<file path="src/rtl/gray_updown_counter.sv">
// Gray-code up/down counter: binary count, derived Gray output, sticky
// over/underflow flags, parallel Gray load, wrap or saturate at the ends.
//
// Ports:
//   Clk       rising-edge clock
//   Reset_n   synchronous reset, active-low, overrides all inputs
//   En        count enable
//   Up        direction, 1 = increment, 0 = decrement
//   Load      parallel load strobe (priority over En)
//   LoadVal   Gray-coded load value
//   Clr       clears Overflow and Underflow (a coincident set wins)
//   Output    registered Gray count
//   Binary    registered binary count
//   Overflow  sticky, set on an up-count past MAX
//   Underflow sticky, set on a down-count past 0
//   Tc        combinational terminal-count strobe
module gray_updown_counter #(
  parameter int WIDTH = 3,
  parameter bit WRAP  = 1'b1
) (
  input  logic             Clk,
  input  logic             Reset_n,
  input  logic             En,
  input  logic             Up,
  input  logic             Load,
  input  logic [WIDTH-1:0] LoadVal,
  input  logic             Clr,
  output logic [WIDTH-1:0] Output,
  output logic [WIDTH-1:0] Binary,
  output logic             Overflow,
  output logic             Underflow,
  output logic             Tc
);

  localparam logic [WIDTH-1:0] MAX = {WIDTH{1'b1}};
  localparam logic [WIDTH-1:0] ONE = WIDTH'(1);

  logic [WIDTH-1:0] r_bin;
  logic [WIDTH-1:0] r_gray;
  logic             r_ovf;
  logic             r_unf;

  logic [WIDTH-1:0] w_ld_bin;
  logic [WIDTH-1:0] w_nxt_bin;
  logic [WIDTH-1:0] w_nxt_gray;
  logic             w_at_max;
  logic             w_at_min;
  logic             w_cnt;
  logic             w_cnt_up;
  logic             w_cnt_dn;
  logic             w_ovf_evt;
  logic             w_unf_evt;

  // Prefix XOR from the MSB down.
  always_comb begin
    w_ld_bin = '0;
    w_ld_bin[WIDTH-1] = LoadVal[WIDTH-1];
    for (int i = WIDTH - 2; i >= 0; i--) begin
      w_ld_bin[i] = w_ld_bin[i+1] ^ LoadVal[i];
    end
  end

  assign w_at_max  = (r_bin == MAX);
  assign w_at_min  = (r_bin == '0);
  assign w_cnt     = En & ~Load;
  assign w_cnt_up  = w_cnt & Up;
  assign w_cnt_dn  = w_cnt & ~Up;
  assign w_ovf_evt = w_cnt_up & w_at_max;
  assign w_unf_evt = w_cnt_dn & w_at_min;

  // Binary arithmetic wraps modulo 2^WIDTH on its own;
  // saturation just suppresses the step at the ends.
  always_comb begin
    w_nxt_bin = r_bin;
    unique case (1'b1)
      Load: w_nxt_bin = w_ld_bin;
      w_cnt_up: begin
        if (!(w_at_max && !WRAP)) begin
          w_nxt_bin = r_bin + ONE;
        end
      end
      w_cnt_dn: begin
        if (!(w_at_min && !WRAP)) begin
          w_nxt_bin = r_bin - ONE;
        end
      end
      default: w_nxt_bin = r_bin;
    endcase
  end

  assign w_nxt_gray = w_nxt_bin ^ (w_nxt_bin >> 1);

  always_ff @(posedge Clk) begin
    if (!Reset_n) begin
      r_bin  <= '0;
      r_gray <= '0;
      r_ovf  <= 1'b0;
      r_unf  <= 1'b0;
    end else begin
      r_bin  <= w_nxt_bin;
      r_gray <= w_nxt_gray;
      // A set event wins over a coincident clear.
      r_ovf  <= w_ovf_evt | (r_ovf & ~Clr);
      r_unf  <= w_unf_evt | (r_unf & ~Clr);
    end
  end

  assign Output    = r_gray;
  assign Binary    = r_bin;
  assign Overflow  = r_ovf;
  assign Underflow = r_unf;
  assign Tc        = w_ovf_evt | w_unf_evt;

endmodule
</file>
<file path="config.mk">
export PLATFORM = sky130hd
export DESIGN_NAME = gray_updown_counter
export DESIGN_NICKNAME = d
export VERILOG_FILES = /design/src/rtl/gray_updown_counter.sv
export SDC_FILE = /design/constraint.sdc
export NUM_CORES = 1
export LEC_CHECK = 0
export CAP_MARGIN = 15
export CORE_MARGIN = 2
export CORE_UTILIZATION = 30
export DETAILED_ROUTE_END_ITERATION = 7
export PLACE_DENSITY_LB_ADDON = 0.3
export SETUP_SLACK_MARGIN = 0.1
export SLEW_MARGIN = 20
export SYNTH_ARGS = -nofsm -noshare
export SYNTH_HDL_FRONTEND = slang
export SYNTH_SLANG_ARGS = --single-unit
</file>
<file path="constraint.sdc">
create_clock -name Clk -period 2.78 [get_ports Clk]
set_clock_uncertainty 0.05 [all_clocks]
set_input_delay 0.695 -clock Clk [delete_from_list [all_inputs] [get_ports Clk]]
set_output_delay 0.695 -clock Clk [all_outputs]
set_load 0.02 [all_outputs]
</file>
Word level (Yosys, flattened, before mapping)
Cells that the tools add are included.
Word-level totals
  bits in registers: 8
  bits of input ports: 9
  output and inout bits: 9
  word-level logic and storage cells: 25
Operators by class
  add/sub/neg operators: 2
  equality and inequality tests: 1
  multiplexer cells: 1
  bitwise gates (word level): 16
  reductions and logical operators: 1
Operator list (count)
  $pmux W3 S3: 1
  $and A1 B1 Y1: 7
  $add A3 B1 Y3 const B: 1
  $eq A3 B3 Y1 const B: 1
  $logic_not A3 Y1: 1
  $not A1 Y1: 3
  $or A1 B1 Y1: 3
  $sub A3 B1 Y3 const B: 1
  $xor A3 B2 Y3: 1
  $xor A1 B1 Y1: 2

Longest topological paths before layout
Gate-level depths: netlist (run 1).
  depth after elaboration: 5
  depth in mapped cells: 8
  depth with buffers taken out: 7

Worst setup path before layout (run 1)
OpenSTA, ideal clock, no wires.
  kind: input to register
  start: in Load
  end: reg r_gray[1] (netlist: Output[1])
  library setup time: 0.121 ns
  data arrival time: 2.601 ns
  data required time: 2.609 ns
  setup slack: 0.008 ns
  cell stages on the path: 8
  buffers on the path: 1
  path through: buf_2 > or2b_1 > nor2_1 > fa_1 > mux2_1 > mux2_2 > and2_4 > mux2_2
On the way
  cells in the longest elaborated chain, start to end: 5
  elaborated cells between the ends (all ways): 6
  classes of those cells: mux (1); bitwise (5)
Ends and longest elaborated chain
  start, declared: line 25  | input logic Load,
  $not A1 Y1: line 65  | assign w_cnt = En & ~Load;
  $and A1 B1 Y1: line 65
  $and A1 B1 Y1, on equally long branches: line 67, 66
  $pmux W3 S3 (*): line 75  | unique case (1'b1)
  $xor A3 B2 Y3 (*): line 91  | assign w_nxt_gray = w_nxt_bin ^ (w_nxt_bin >> 1);
  end signal, assigned: line 101  | r_gray <= w_nxt_gray;
  end, declared: line 39  | logic [WIDTH-1:0] r_gray;
Every way passes the cells marked *; elsewhere a longest branch is shown, timed or not.
A chain may end at the register's enable or synchronous reset.

Worst setup path in the final report (run 1)
  start: in Up
  end: reg r_gray[1] (netlist: Output[1])
On the way
  cells in the longest elaborated chain, start to end: 4
  elaborated cells between the ends (all ways): 5
  classes of those cells: mux (1); bitwise (4)
Ends and longest elaborated chain
  start, declared: line 24  | input logic Up,
  $not A1 Y1: line 67  | assign w_cnt_dn = w_cnt & ~Up;
  $and A1 B1 Y1: line 67
  $pmux W3 S3 (*): line 75
  $xor A3 B2 Y3 (*): line 91
Marks and branches as above.

==> metrics.cfg, run 1 <==
[synthesis]
seq_area_frac_synth_pct=35.00
synthesis.nets=57
synthTopCellsByArea=dfxtp_1 (35%), nor2_1 (7.5%), xnor2_1 (6.6%), mux2_2 (5.6%), fa_1 (5.0%)
ys_ff_latch=7
ys_types=22
synth-main-ff-cell=dfxtp_1
postSynthCellCount=47
async_reset_ff_share_pct=0
yosys-top-cells-count=nor2_1 (8), dfxtp_1 (7)
synth.most_common_cell=nor2_1
yosysWarnings=0
synth_top_area_share_pct=35.00
synth_area_leader_cell=dfxtp_1
netlist_area_sq_um=400.4
syn_area_per_cell_sq_um=8.519
synth_edf_count=0

[clock_tree]
clk_path_buf_depth=2
clock_latency_ps=250
cts_resized=3
clk_pin_slew_worst_paths_ps=60
cts-root-buf=clkbuf_4
htree_levels=1
cts-buffers-inserted=3
cts_tree=done
cts.sinks=7
ctsHoldBuffers=0
postCtsSetupRepairBufs=0

[timing]
fin_crit_sh_pct=93.63
setup_slack_ps=177.0
hold_violations=0
rsz0062_at_grt=no
slew_violations=0
finalSetupViolations=0
tightest_slew_ps=290.9
slew_headroom_pct=80.58
period_needed_ps=2603
fmax_mhz=384.2

[outcome]
status=complete, no violations

[global_routing]
grt_pass1_wl_mm=1.414
grt_usage_pct=13.78
antenna_found_initial=0
grt_pass1_vias=334
grt_overflow_total=0
grt_max_degree=9

[finish]
nFillCells=136
final_util_pct=52.47
antenna-diode-count=0
area_growth_pct=66.25
drive_above_1_share_pct=20.55
finish.net_count=84
finalInstanceArea_sq_um=665.6
stdcell_count=88

[route]
vias=397
drt_pass1_iterations=4
drt_iter0_drc=5
post_drt_wl_per_cell_microns=10.33
drc=0
via_per_inst=4.511
finalWirelength_microns=909
antenna_left=0

[die]
die_w_microns=40.53
start_util_pct=31.56
core_sq_um=1269
die_h_microns=40.53
io_pins=18
rows=13
die_area_sq_um=1643

[placed_design]
gp_congestion=0.7909
place_area_sq_um=643.1
io_buffers=17
dp_hpwl_microns=716.3
dp_slack_ps=-328.7
placedCellCount=84

[min_path]
hp-class=register to register

[setup_path]
rrSetupSlack_ps=740
cpLargestDelayFamily=multiplexers
cp_max_fo=3
crit_arrival_ps=2690
cp_cell_sequence=clkdlybuf4s50_1 -> nor2_2 -> fa_1 -> mux2_4 -> mux2_4 -> and2_4 -> mux2_4
slowest_delay_ps=470
startpoint_type=input port
path_buf_inv=1
slowest_stage=clkdlybuf4s50_1
path_class=input port to register
cp_common_cell=mux2_4
worstPathRequired_ps=2870
endpoint_kind=register

[power]
total_power_mw=0.3213
powerDensity_nw_per_um2=482.8
ir_drop_mv=0.2530
p_leak_nw=0.2902

[run]
maxCapViolCount=0

-- power breakdown --
part | internal [mW] | switching (mW)
combinational | 0.0623 | 0.0445
sequential | 0.110 | 0.0100
clock | 0.0549 | 0.0400
total | 0.227 | 0.0946
-- placed cells by master (no fill, tap or decap), drive strengths merged --
cell type,Yosys,routed
fa,1,1
dlygate4sd2,0,3
nand2b,3,3
mux2,3,3
nor3,1,1
nand2,3,3
xor2,2,2
nand3,1,1
xnor2,3,3
and2,1,1
a211oi,1,1
o211a,1,1
clkbuf,0,4
nor3b,1,1
buf,2,7
inv,2,2
or2b,1,1
dfxtp,7,7
a21oi,2,2
nor2,8,8
nand4,1,1
o21ai,3,3
clkdlybuf4s50,0,14
-- worst min-delay path: cells and delay by family, from the launching register on --
family             cells  cell delay, ps
DFF                    1             320
and+or+nand+nor        1              70
AOI/OAI and AO/OA      1              60
-- sequential cells by signal (all words and copies together) (netlist names) --
signal and cells:
Binary 3, Output 2, Overflow 1, Underflow 1
-- area by class of cell --
class	instances	area (sq um)	area share, %
Clock buffer	4	26.28	3.947
Inverter	2	7.507	1.128
Multi-Input combinational cell	36	254.0	38.16
Sequential cell	7	140.1	21.05
Tap cell	15	18.77	2.820
Timing Repair Buffer	24	219.0	32.89
-- per-stage QoR --
| stage | hold WS (ps) | TNS, ps |
|---|---|---|
| floorplan | 496.9 | 0 |
| global placement | 411.4 | -710.7 |
| detailed placement | 432.3 | -727.2 |
| CTS | 446.4 | 0 |
| global route | 460.1 | 0 |
| finish | 438.0 | 0 |
-- worst paths after layout --
path / startpoint / to / cells past startpoint
worst max register to register: Binary[0] / Output[1] / 5
worst min register to register: Overflow / Overflow / 2
worst min-delay path: Overflow / Overflow / 2
worst max-delay path: Up / Output[1] / 7
-- cells by family (layout without fill, tap and decap cells) --
group | Yosys count | after routing | share of synthesized area (%)
xor+xnor | 5 | 5 | 10.94
fa+ha+maj | 1 | 1 | 5.000
simple gates | 20 | 20 | 25.00
buf+inv | 4 | 30 | 5.000
compound gates | 7 | 7 | 10.62
flops | 7 | 7 | 35.00
mux | 3 | 3 | 8.437
-- metal layers --
metal	vias up	wire length (microns)	global-route usage, %
li1	207	-	-
met1	176	396	14.90
met2	14	438	22.62
met3	0	73	7.222
met4	0	0	5.000
met5	-	0	0
Power figures use the tool's default switching activity.
==> inputs of run 2 (changes only) <==
--- a/config.mk
+++ b/config.mk
@@ -9,9 +9,11 @@
 export CORE_MARGIN = 2
 export CORE_UTILIZATION = 30
 export DETAILED_ROUTE_END_ITERATION = 7
+export GPL_ROUTABILITY_DRIVEN = 1
 export PLACE_DENSITY_LB_ADDON = 0.3
 export SETUP_SLACK_MARGIN = 0.1
 export SLEW_MARGIN = 20
 export SYNTH_ARGS = -nofsm -noshare
 export SYNTH_HDL_FRONTEND = slang
 export SYNTH_SLANG_ARGS = --single-unit
+export TNS_END_PERCENT = 50
==> results of run 2 <==
No change in the layout: final DEF, timing and power equal those of run 1.
==> inputs of run 3 (changes only) <==
--- a/config.mk
+++ b/config.mk
@@ -6,9 +6,9 @@
 export NUM_CORES = 1
 export LEC_CHECK = 0
 export CAP_MARGIN = 15
-export CORE_MARGIN = 2
-export CORE_UTILIZATION = 30
+export CORE_AREA = 2 2 39 41
 export DETAILED_ROUTE_END_ITERATION = 7
+export DIE_AREA = 0 0 41 43
 export GPL_ROUTABILITY_DRIVEN = 1
 export PLACE_DENSITY_LB_ADDON = 0.3
 export SETUP_SLACK_MARGIN = 0.1
==> run 3 against run 2 <==
Setup slack better by 0.92 ps. Maximum frequency about the same. Wire length down 8.6%. Global-route usage down 1.4 points. Critical path type unchanged. Count of clock-buffer cells in the layout unchanged. Clock power down 1%. Final cell count unchanged. Largest cell class unchanged. Non-clock buffer count down 1. Total power down 0.54%. Critical path depth unchanged.
==> metrics.cfg, run 3 (same netlist as run 1, synthesis figures left out) <==
[outcome]
status=complete, no violations

[finish]
finish.net_count=83  ; -1.2%
multi_input_area_sq_um=254.0  ; unchanged
layout_common_cells=clkdlybuf4s50_1 (14), dfxtp_1 (7), nor2_1 (7)
largest_register_ffs=3  ; unchanged
antenna-diode-count=0  ; unchanged
final_util_pct=47.74  ; -4.7 points
drive_above_1_share_pct=19.44  ; -1.1 points
register_area_sq_um=140.1  ; unchanged
stdcell_count=88  ; unchanged
nFillCells=134  ; -1.5%
area_growth_pct=65.00
final_common_cell=clkdlybuf4s50_1

[setup_path]
worstReg2RegEnd=Output[1]
cp_max_fo=3  ; unchanged
startpoint_type=input port
worstPathRequired_ps=2870  ; about the same
r2r_cells=5  ; unchanged
endpoint_kind=register
crit_arrival_ps=2690  ; about the same
r2r-start=Binary[0]
path_class=input port to register
rrSetupSlack_ps=740  ; about the same

[die]
die_w_microns=41  ; +1.2%
start_util_pct=28.93  ; -2.6 points
die_h_microns=43  ; +6.1%
io_pins=18  ; unchanged
rows=14  ; +1
die_area_sq_um=1763  ; +7.3%
core_sq_um=1384  ; +9.1%

[placed_design]
gp_congestion=0.7694  ; -2.7%
placedCellCount=84  ; unchanged
io_buffers=17  ; unchanged
dp_hpwl_microns=665.2  ; -7.1%

[clock_tree]
ctsHoldBuffers=0  ; unchanged
cts-buffers-inserted=3  ; unchanged
clock_latency_ps=250  ; about the same
clk_pin_slew_worst_paths_ps=50  ; about the same
cts.sinks=7  ; unchanged
cts-root-buf=clkbuf_4
clk_path_buf_depth=2  ; unchanged
htree_levels=1  ; unchanged
cts_tree=done
postCtsSetupRepairBufs=0  ; unchanged

[run]
maxCapViolCount=0  ; unchanged

[timing]
slew_violations=0  ; unchanged
period_needed_ps=2602  ; -0.9160 ps
finalSetupViolations=0  ; unchanged
fin_crit_sh_pct=93.60  ; about the same
rsz0062_at_grt=no
fmax_mhz=384.3  ; about the same
hold_violations=0  ; unchanged
holdWs_ps=428.2  ; -9.848 ps
slew_headroom_pct=81.63  ; +1.0 points
tightest_slew_ps=275.2  ; -15.72 ps

[global_routing]
grt_max_degree=9  ; unchanged
antenna_found_initial=0  ; unchanged
grt_pass1_vias=371  ; +11%
grt_usage_pct=12.39  ; -1.4 points
grt_pass1_wl_mm=1.414  ; unchanged
grt_overflow_total=0  ; unchanged

[power]
p_clk_share_pct=29.3  ; -0.2 points
intPower_mw=0.2272  ; +0.18%
ir_drop_mv=0.2688  ; +6.2%
powerDensity_nw_per_um2=483.8  ; +0.21%
total_power_mw=0.3196  ; -0.54%
swShare_pct=28.91  ; -0.51 points
p_seq_share_pct=37.3  ; about the same
power_switching_mw=0.09240  ; -2.3%
comb_power_share_pct=33.4  ; about the same
p_leak_nw=0.2827  ; -2.6%

[route]
drt_pass1_iterations=3  ; -1
via_per_inst=4.386  ; -2.8%
drc=0  ; unchanged
finalWirelength_microns=831  ; -8.6%
post_drt_wl_per_cell_microns=9.443  ; -8.6%
antenna_left=0  ; unchanged
vias=386  ; -2.8%
drt_iter0_drc=3  ; -2

[min_path]
min_to=Underflow
hold_start=Underflow
hold_depth=2  ; unchanged
hp-class=register to register

run 3: per-layer routing:
| metal | wire length, microns | GRT usage [%] | vias to the layer above |
|---|---|---|---|
| met5 | 0 | 0 | - |
| met4 | 14 | 4.000 | 0 |
| met2 | 397 | 17.50 | 13 |
| li1 | - | - | 204 |
| met3 | 54 | 7.853 | 2 |
| met1 | 364 | 14.94 | 167 |
run 3: timing repair:
| action | CTS | global route |
|---|---|---|
| gates cloned | 0 | 0 |
| endpoints found under the setup margin | 2 | 1 |
| gates resized for setup | 3 | 1 |
| pin swaps | 2 | 0 |
run 3: final cells by class:
cell class / instances / area share (%)
repair buffers: 23 / 32.20
multi-input cells: 36 / 38.45
inverters: 2 / 1.136
flip-flops and latches: 7 / 21.21
clock buffers: 4 / 3.977
well taps: 16 / 3.030
run 3: worst max path at each step:
stage,startpoint,to,depth (start not counted)
final,Up,Output[1],7
after global placement,En,Output[1],8
after detailed placement,En,Output[1],8
after CTS,Load,Output[1],8
after global routing,Up,Tc,4
after floorplan,Load,Output[1],8
run 3: critical path, cell delays in order:
cell and delay [ps]:
clkdlybuf4s50_1 460, nor2_2 150, fa_1 460, mux2_4 270, mux2_4 270, and2_4 140
mux2_4 240
run 3: power by group through the flow:
stage	combinational (mW)	clock [mW]	sequential, mW
finish	0.107	0.0937	0.119
global route	0.117	0.104	0.121
CTS	0.108	0.0984	0.120
detailed placement	0.108	0	0.121
global placement	0.108	0	0.122
floorplan	0.0522	0	0.131
run 3: stage by stage:
stage | instance area (sq um) | setup slack (ps) | setup TNS [ps]
2_1_floorplan | 424.2 | 78.14 | 0
3_3_place_gp | 636.9 | -350.6 | -775.8
3_5_place_dp | 636.9 | -353.8 | -778.8
4_1_cts | 659.4 | 175.8 | 0
5_1_grt | 660.6 | 103.5 | 0
6_report | 660.6 | 178.0 | 0
